### src/rtl/downmixer_ctrl.sv
// -----------------------------------------------------------------------------
// downmixer_ctrl
//
// Sequences a downmixer capture run. The control flow is IDLE -> WARMUP -> RUN.
// A clock divider produces one sample strobe every DIV clocks. The first
// SETTLE strobes of a run are only counted. Each strobe seen in RUN captures
// I_in/Q_in into a small FIFO exactly CAP_DLY clocks later. The FIFO drains
// through a valid/ready stream.
//
// Ports
//   clk          system clock (1.6 MHz nominal)
//   rst          asynchronous reset, active low
//   start, stop  single-cycle run requests (stop wins when both are high)
//   mix_en       downmixer enable, high in WARMUP and RUN
//   sample_stb   one-cycle ADC/mixer sample strobe
//   I_in, Q_in   signed downmixer outputs
//   iq_valid     FIFO not empty
//   iq_ready     downstream accept
//   iq_i, iq_q   FIFO head entry
//   busy         state is not IDLE
//   ovf          sticky overflow flag; cleared by reset or an accepted start
//   sample_cnt   saturating count of samples written in the current run
//
// Parameter assumptions: DEPTH is a power of two >= 2, 1 <= CAP_DLY < DIV,
// and SETTLE >= 1.
// -----------------------------------------------------------------------------
module downmixer_ctrl #(
    parameter int NOUT    = 16,
    parameter int DIV     = 20,
    parameter int SETTLE  = 64,
    parameter int CAP_DLY = 2,
    parameter int DEPTH   = 4
) (
    input  logic                   clk,
    input  logic                   rst,
    input  logic                   start,
    input  logic                   stop,
    output logic                   mix_en,
    output logic                   sample_stb,
    input  logic signed [NOUT-1:0] I_in,
    input  logic signed [NOUT-1:0] Q_in,
    output logic                   iq_valid,
    input  logic                   iq_ready,
    output logic signed [NOUT-1:0] iq_i,
    output logic signed [NOUT-1:0] iq_q,
    output logic                   busy,
    output logic                   ovf,
    output logic [15:0]            sample_cnt
);

    localparam int DIV_W = (DIV > 1) ? $clog2(DIV) : 1;
    localparam int SET_W = $clog2(SETTLE + 1);
    localparam int CAP_W = $clog2(CAP_DLY + 1);
    localparam int PTR_W = (DEPTH > 1) ? $clog2(DEPTH) : 1;
    localparam int OCC_W = PTR_W + 1;
    localparam int ENT_W = 2 * NOUT;

    typedef enum logic [1:0] {IDLE, WARMUP, RUN} state_t;

    state_t             state_reg;
    logic               mix_en_reg;
    logic               busy_reg;
    logic [DIV_W-1:0]   div_reg;
    logic [SET_W-1:0]   settle_reg;
    logic               pend_reg;
    logic [CAP_W-1:0]   cap_reg;
    logic [PTR_W-1:0]   wr_ptr_reg;
    logic [PTR_W-1:0]   rd_ptr_reg;
    logic [OCC_W-1:0]   occ_reg;
    logic               ovf_reg;
    logic [15:0]        cnt_reg;
    logic [ENT_W-1:0]   head_reg;
    logic [ENT_W-1:0]   mem [DEPTH];

    logic               active;
    logic               stb;
    logic               start_ok;
    logic               stop_ok;
    logic               pop;
    logic               full;
    logic               wr_req;
    logic               wr_en;
    logic [ENT_W-1:0]   wr_data;
    logic [PTR_W-1:0]   rd_ptr_next;
    logic [OCC_W-1:0]   occ_next;
    logic [ENT_W-1:0]   head_next;

    assign active      = (state_reg != IDLE);
    assign stb         = active && (div_reg == DIV_W'(DIV - 1));
    assign start_ok    = (state_reg == IDLE) && start && !stop;
    assign stop_ok     = active && stop;
    assign pop         = (occ_reg != '0) && iq_ready;
    assign full        = (occ_reg == OCC_W'(DEPTH));
    // The capture fires only while still in RUN. A stop that lands before
    // the capture cycle has already returned the block to IDLE.
    assign wr_req      = pend_reg && (cap_reg == CAP_W'(CAP_DLY)) && (state_reg == RUN);
    // When the FIFO is full, a pop in the same cycle frees the slot being written.
    assign wr_en       = wr_req && (!full || pop);
    assign wr_data     = {I_in, Q_in};
    assign rd_ptr_next = pop ? rd_ptr_reg + PTR_W'(1) : rd_ptr_reg;
    assign occ_next    = occ_reg + OCC_W'(wr_en) - OCC_W'(pop);

    // The head register is the registered read port of the FIFO memory.
    // If the entry being written becomes the head at once, it bypasses the
    // array, because the memory does not hold it yet.
    always_comb begin
        head_next = mem[rd_ptr_next];
        if (wr_en && ((occ_reg - OCC_W'(pop)) == '0)) begin
            head_next = wr_data;
        end
    end

    always_ff @(posedge clk) begin
        if (wr_en) begin
            mem[wr_ptr_reg] <= wr_data;
        end
    end

    always_ff @(posedge clk or negedge rst) begin
        if (!rst) begin
            state_reg  <= IDLE;
            mix_en_reg <= 1'b0;
            busy_reg   <= 1'b0;
            div_reg    <= '0;
            settle_reg <= '0;
            pend_reg   <= 1'b0;
            cap_reg    <= '0;
            wr_ptr_reg <= '0;
            rd_ptr_reg <= '0;
            occ_reg    <= '0;
            ovf_reg    <= 1'b0;
            cnt_reg    <= '0;
            head_reg   <= '0;
        end else begin
            // Run control
            if (start_ok) begin
                state_reg  <= WARMUP;
                mix_en_reg <= 1'b1;
                busy_reg   <= 1'b1;
                div_reg    <= '0;
                settle_reg <= '0;
                pend_reg   <= 1'b0;
                cap_reg    <= '0;
            end else if (stop_ok) begin
                state_reg  <= IDLE;
                mix_en_reg <= 1'b0;
                busy_reg   <= 1'b0;
                div_reg    <= '0;
                settle_reg <= '0;
                pend_reg   <= 1'b0;
                cap_reg    <= '0;
            end else if (active) begin
                div_reg <= stb ? '0 : div_reg + DIV_W'(1);
                if (stb && (state_reg == WARMUP)) begin
                    settle_reg <= settle_reg + SET_W'(1);
                    if (settle_reg == SET_W'(SETTLE - 1)) begin
                        state_reg <= RUN;
                    end
                end
                // cap_reg counts the clocks elapsed since the arming strobe.
                if (stb && (state_reg == RUN)) begin
                    pend_reg <= 1'b1;
                    cap_reg  <= CAP_W'(1);
                end else if (wr_req) begin
                    pend_reg <= 1'b0;
                end else if (pend_reg) begin
                    cap_reg <= cap_reg + CAP_W'(1);
                end
            end

            // FIFO; an accepted start discards any remaining contents
            if (start_ok) begin
                wr_ptr_reg <= '0;
                rd_ptr_reg <= '0;
                occ_reg    <= '0;
                ovf_reg    <= 1'b0;
                cnt_reg    <= '0;
            end else begin
                rd_ptr_reg <= rd_ptr_next;
                occ_reg    <= occ_next;
                if (wr_en) begin
                    wr_ptr_reg <= wr_ptr_reg + PTR_W'(1);
                    if (cnt_reg != 16'hFFFF) begin
                        cnt_reg <= cnt_reg + 16'd1;
                    end
                end else if (wr_req) begin
                    ovf_reg <= 1'b1;
                end
                if ((wr_en || pop) && (occ_next != '0)) begin
                    head_reg <= head_next;
                end
            end
        end
    end

    assign mix_en     = mix_en_reg;
    assign busy       = busy_reg;
    assign sample_stb = stb;
    assign iq_valid   = (occ_reg != '0);
    assign iq_i       = head_reg[ENT_W-1:NOUT];
    assign iq_q       = head_reg[NOUT-1:0];
    assign ovf        = ovf_reg;
    assign sample_cnt = cnt_reg;

endmodule

### config.mk
export PLATFORM = sky130hd
export DESIGN_NAME = downmixer_ctrl
export DESIGN_NICKNAME = d
export VERILOG_FILES = /design/src/rtl/downmixer_ctrl.sv
export SDC_FILE = /design/constraint.sdc
export NUM_CORES = 1
export LEC_CHECK = 0
export ABC_CLOCK_PERIOD_IN_PS = 7800
export CAP_MARGIN = 40
export CORE_UTILIZATION = 60
export CTS_BUF_LIST = sky130_fd_sc_hd__clkbuf_8
export CTS_CLUSTER_DIAMETER = 120
export DETAILED_ROUTE_END_ITERATION = 10
export PLACE_DENSITY = 0.89
export SKIP_CTS_REPAIR_TIMING = 1
export SLEW_MARGIN = 30
export SYNTH_ARGS = -nofsm -noshare
export SYNTH_HDL_FRONTEND = slang
export SYNTH_SLANG_ARGS = --single-unit
export TNS_END_PERCENT = 10
### constraint.sdc
create_clock -name clk -period 7.8 [get_ports clk]
set_input_delay 1.56 -clock clk [delete_from_list [all_inputs] [get_ports clk]]
set_output_delay 1.56 -clock clk [all_outputs]
set_load 0.02 [all_outputs]
* Word level (Yosys, flattened, before mapping)
Memory sizes are Yosys's and may differ from the RTL's.
Cells that the tools add are included.
** Cells by class
- $add $sub $neg :: 9
- Equality and inequality tests :: 9
- Multiplexer cells :: 40
- Bitwise logic cells :: 1
- Reduce and logical (&&, ||, !) cells :: 37
** Operator list (number)
- $mux 16 :: 3
- $mux 32 :: 1
- $mux 2 :: 15
- $mux 7 :: 4
- $mux 5 :: 4
- $add 16x1->16 const B :: 1
- $ne 16x16->1 const B :: 1
- $reduce_bool 3->1 :: 5
- $logic_and 1x1->1 :: 12
- $mux 1 :: 12
- $reduce_and 2->1 :: 5
- $reduce_bool 2->1 :: 5
- $reduce_bool 4->1 :: 2
- $add 7x1->7 const B :: 1
- $eq 7x6->1 const B :: 1
- $add 2x1->2 const B :: 3
- $reduce_and 3->1 :: 2
- $sub 3x1->3 :: 2
- $add 5x1->5 const B :: 1
- $eq 5x5->1 const B :: 1
- $eq 2x2->1 const B :: 2
- $ne 4x3->1 const B :: 1
- $add 3x1->3 :: 1
- $eq 3x3->1 const B :: 1
- other kinds (8) :: 10
** Storage, ports and cells
- Register bits :: 74
- Bits in writable memories :: 128
- Input bits :: 37
- Output and inout bits :: 53
- Word-level logic and storage cells :: 109
- Memories kept :: 1
** Memory list
- mem :: depth 4, width 32, rd ports 1, clocked after Yosys merged registers in 0, wr ports 1, RTL line 73 : logic [ENT_W-1:0] mem [DEPTH];

* Depth between registers and ports, before layout
- Word-level depth :: 9
- Gate-level depth with buffers :: 18
- Depth with buffers taken out :: 15

* Worst setup path after synthesis
No wires, ideal clock.
- Path kind :: input -> register
- Start :: in iq_ready
- End :: reg head_reg[0]
- Library setup time :: 82 ps
- Arrival :: 4203 ps
- Required time :: 7718 ps
- Path slack :: 3515 ps
- Stages :: 16
- Path buffers :: 3
- Cells stage by stage :: nor4b_4 -> nor2_4 -> inv_2 -> buf_2 -> ha_1 -> inv_1 -> ha_1 -> inv_1 -> fa_1 -> xor2_1 -> xnor2_1 -> a311oi_2 -> buf_4 -> buf_4 -> nor2_1 -> a31oi_1
** Between the ends
- Cells in the longest elaborated chain, start to end :: 8
- Elaborated cells on any way between the ends :: 15
** Ends and longest elaborated chain
- from (decl) :: RTL line 43 : input logic iq_ready,
- $logic_and 1x1->1 (*) :: RTL line 92 : assign pop = (occ_reg != '0) && iq_ready;
- $logic_or 1x1->1 :: RTL line 98 : assign wr_en = wr_req && (!full || pop);
- $logic_and 1x1->1 :: RTL line 98
- $add 3x1->3 :: RTL line 101 : assign occ_next = occ_reg + OCC_W'(wr_en) - OCC_W'(pop);
- $sub 3x1->3 :: RTL line 101
- $reduce_bool 3->1 :: RTL line 189 : if ((wr_en || pop) && (occ_next != '0)) begin
- $logic_and 1x1->1 :: RTL line 189
- $reduce_and 2->1 (no line)
- to (signal assigned) :: RTL line 190 : head_reg <= head_next;
- to (decl) :: RTL line 72 : logic [ENT_W-1:0] head_reg;
Mark *: on every way between the ends. The rest lies on a longest branch, timed or not.
A chain may end at the register's enable or synchronous reset.

* Worst setup path after layout
- Start :: in iq_ready
- End :: reg head_reg[22]
The elaborated chain is that of the path after synthesis.

==> metrics.csv <==
metric,value,unit
most instantiated flip-flop cell in the synthesis netlist,sky130_fd_sc_hd__edfxtp_1,
classification of the worst-slack hold path,register to register,
Post-Syn Instances,706,
residual antenna-violating net count after detailed routing,0,
H-Tree Depth,2,
Synth Cell Area,9126,um2
total of max-cap violations,0,
#FFs+latches synth,202,
maximum number of pins on one net before global-route repair,69,
arrival time worst endpoint,5.48,ns
routed vias/inst,6.562,
reg2reg path depth,14,
drt first-iter violations,742,
Largest register FFs,128,
cell taking the most area after synthesis,sky130_fd_sc_hd__edfxtp_1,
net count after synthesis,756,
switching pwr,0.001208,W
"Async S/R FF share, synth",0.3663,
number of clock buffers inserted by TritonCTS,34,
"Period Utilization, post-route",0.6503,
relative max-transition margin,0.4517,
number of antenna diodes,0,
router iterations before antenna repair,8,
Cells on Worst Hold Path,1,
Switching Fraction,0.3495,
ratio of cells with drive above 1 in the final layout,0.09780,
WHS Endpoint,busy,
outcome,finished with violations,
CTS clock-pin slew for the worst setup and hold paths,0.06,ns
Max Clock Freq,197.2,MHz
I/O Pins,90,
Total Routing Usage GR,0.2830,
measured slew at the worst slew-check pin,0.8225,ns
max-slew violations,0,
data required time of the critical path,8.21,ns
number of vias after detailed routing,6575,
startpoint of the worst register-to-register path,occ_reg[1],
Area growth syn-to-layout,19.33,%
drc violations,5,
Worst Min Path Start,busy,
Final setup violation count,0,
routed len/inst,21.72,um
maximum clock skew at final layout,0.02202,ns
share of the synthesized area in the top cell type,0.4212,
P_leak,3.878,nW
total length of routed wires,21.76,mm
"Warnings, synthesis",0,
combinational share of power,0.334,
first-pass GRT wire length,34.92,mm
GRT Residual Overflow,0,
average footprint of a synthesized cell,12.93,um2
critical path launch point type,input pin,
Flop pwr share,0.395,
Port Buffers,89,
"Clk Latency, worst-skew pair",0.50,ns
HPWL after DPL,12.93,mm
Clock Tree Root,sky130_fd_sc_hd__clkbuf_8,
number of distinct library cells after synthesis,56,
die width,125.3,um
number of cell rows,44,
setup total negative slack,0,ns
number of endpoints with negative hold slack in the final report,0,
unrepaired setup endpoints after global routing,false,
Post-synth EDFFs,128,
Filler Cells Inserted,908,
Final Total Pwr,0.003457,W
crit path kind,input pin to register,
die area,15710,um2
time the worst path needs with I/O delays and setup,5.072,ns
buffer depth of the longest clock path,3,
via count of the first global-routing pass,6790,
number of antenna violations at the first check in global routing,0,
kind of capture point of the worst setup path,register,
register area share after synthesis,0.6241,
FF-to-FF End,head_reg[22],
initial core utilization,0.6209,
Power Internal,0.002249,W
height of the die,125.3,um
total power density per cell area,317.4,nW/um2
setup slack on the worst flop-to-flop path,3.81,ns
maximum net fanout on the critical path,68,
top area cells in the synthesized netlist,"sky130_fd_sc_hd__edfxtp_1, sky130_fd_sc_hd__dfrtp_1, sky130_fd_sc_hd__mux2i_1",
Clock Power Share,0.271,
Sinks on Clock Net,202,
GPL Wtd Cong,0.7770,
core footprint,14700,um2
worst IR drop on VDD,0.0002726,V
failing checks,DRC,
CTS tree,done,
Post-layout nets,844,
## layout by cell type, fill, tap and decap left out, types with 6 or more instances in the layout
cell,n
sky130_fd_sc_hd__clkbuf_8,43
sky130_fd_sc_hd__mux2i_1,39
sky130_fd_sc_hd__xnor2_1,13
sky130_fd_sc_hd__clkdlybuf4s50_1,88
sky130_fd_sc_hd__dfrtp_1,72
sky130_fd_sc_hd__inv_1,27
sky130_fd_sc_hd__xor2_1,6
sky130_fd_sc_hd__nand2_1,56
sky130_fd_sc_hd__a31oi_1,33
sky130_fd_sc_hd__nand3_1,11
sky130_fd_sc_hd__a21oi_1,6
sky130_fd_sc_hd__o221ai_1,32
sky130_fd_sc_hd__o21ai_0,14
sky130_fd_sc_hd__buf_4,9
sky130_fd_sc_hd__nor2_1,56
sky130_fd_sc_hd__ha_1,12
sky130_fd_sc_hd__nor2b_1,32
sky130_fd_sc_hd__a311oi_1,31
sky130_fd_sc_hd__a2111oi_0,31
sky130_fd_sc_hd__nor3_1,6
sky130_fd_sc_hd__edfxtp_1,128
## cells by family after synthesis
group | after synthesis | share of synthesized area
compound gates | 170 | 0.1470
xor+xnor | 19 | 0.01823
mux | 39 | 0.04277
buf+inv | 68 | 0.03688
simple gates | 195 | 0.1124
flops | 202 | 0.6241
fa+ha+maj | 13 | 0.01865
## worst max path at each step
stage / start / depth (start not counted) / endpoint
after global placement: iq_ready / 14 / head_reg[21]
after floorplan: iq_ready / 16 / head_reg[0]
after detailed placement: iq_ready / 15 / head_reg[22]
after CTS: iq_ready / 15 / head_reg[22]
final: iq_ready / 15 / head_reg[22]
after global routing: iq_ready / 15 / head_reg[22]
## layout make-up
cell class	instances	area [um2]	area share
clock inverter	17	93.84	0.008617
clock buffer	43	591.8	0.05434
sequential	202	5700	0.5234
inverter	17	63.81	0.005859
multi-input combinational	436	3112	0.2857
timing repair buffer	103	1099	0.1009
tap	184	230.2	0.02114
## power by group through the flow
stage | clock network (W) | logic (W) | registers, W
3_3_place_gp | 0 | 0.00102 | 0.00140
4_1_cts | 0.000946 | 0.00115 | 0.00136
3_5_place_dp | 0 | 0.00113 | 0.00138
6_report | 0.000937 | 0.00116 | 0.00136
2_1_floorplan | 0 | 0.000695 | 0.00142
5_1_grt | 0.000993 | 0.00124 | 0.00138
## metrics by stage
stage | hold WS (ns) | util | instances | worst slack (ns) | cell area, um2
global placement | 0.4631 | 0.6835 | 935 | 2.194 | 10050
finish | 0.5110 | 0.7409 | 1002 | 2.728 | 10890
detailed placement | 0.4965 | 0.6942 | 942 | 2.233 | 10200
floorplan | 0.4473 | - | 706 | 3.515 | 9126
CTS | 0.5159 | 0.7409 | 1002 | 2.754 | 10890
global route | 0.5269 | 0.7409 | 1002 | 2.504 | 10890
## worst max-delay path, stage by stage
cell and delay [ns]:
sky130_fd_sc_hd__clkdlybuf4s50_1 0.56, sky130_fd_sc_hd__o31a_2 0.17, sky130_fd_sc_hd__buf_4 0.55, sky130_fd_sc_hd__ha_1 0.35, sky130_fd_sc_hd__inv_1 0.06, sky130_fd_sc_hd__ha_1 0.13, sky130_fd_sc_hd__inv_1 0.05, sky130_fd_sc_hd__fa_1 0.37
sky130_fd_sc_hd__xor2_1 0.16, sky130_fd_sc_hd__xnor2_1 0.18, sky130_fd_sc_hd__a311oi_4 0.45, sky130_fd_sc_hd__buf_4 0.30, sky130_fd_sc_hd__buf_4 0.30, sky130_fd_sc_hd__nor2_1 0.08, sky130_fd_sc_hd__a31oi_1 0.17
## synthesized netlist by cell type (all sizes together) (6+ instances only)
cell / instances
a21oi: 6
buf: 31
edfxtp: 128
mux2i: 39
xnor2: 13
and2: 6
nand3: 11
nand2: 56
clkbuf: 20
a2111oi: 36
nor2b: 32
o21ai: 14
a311oi: 32
inv: 17
ha: 12
xor2: 6
dfrtp: 74
a31oi: 33
nor2: 57
nor3: 6
o221ai: 32
## per-layer routing
layer	vias up	track usage	routed length (um)
met1	3262	0.3551	8375
met5	-	0	0
li1	2915	-	-
met4	0	0.1176	661
met2	331	0.4864	11160
met3	67	0.05220	1568
Power figures use the tool's default switching activity.
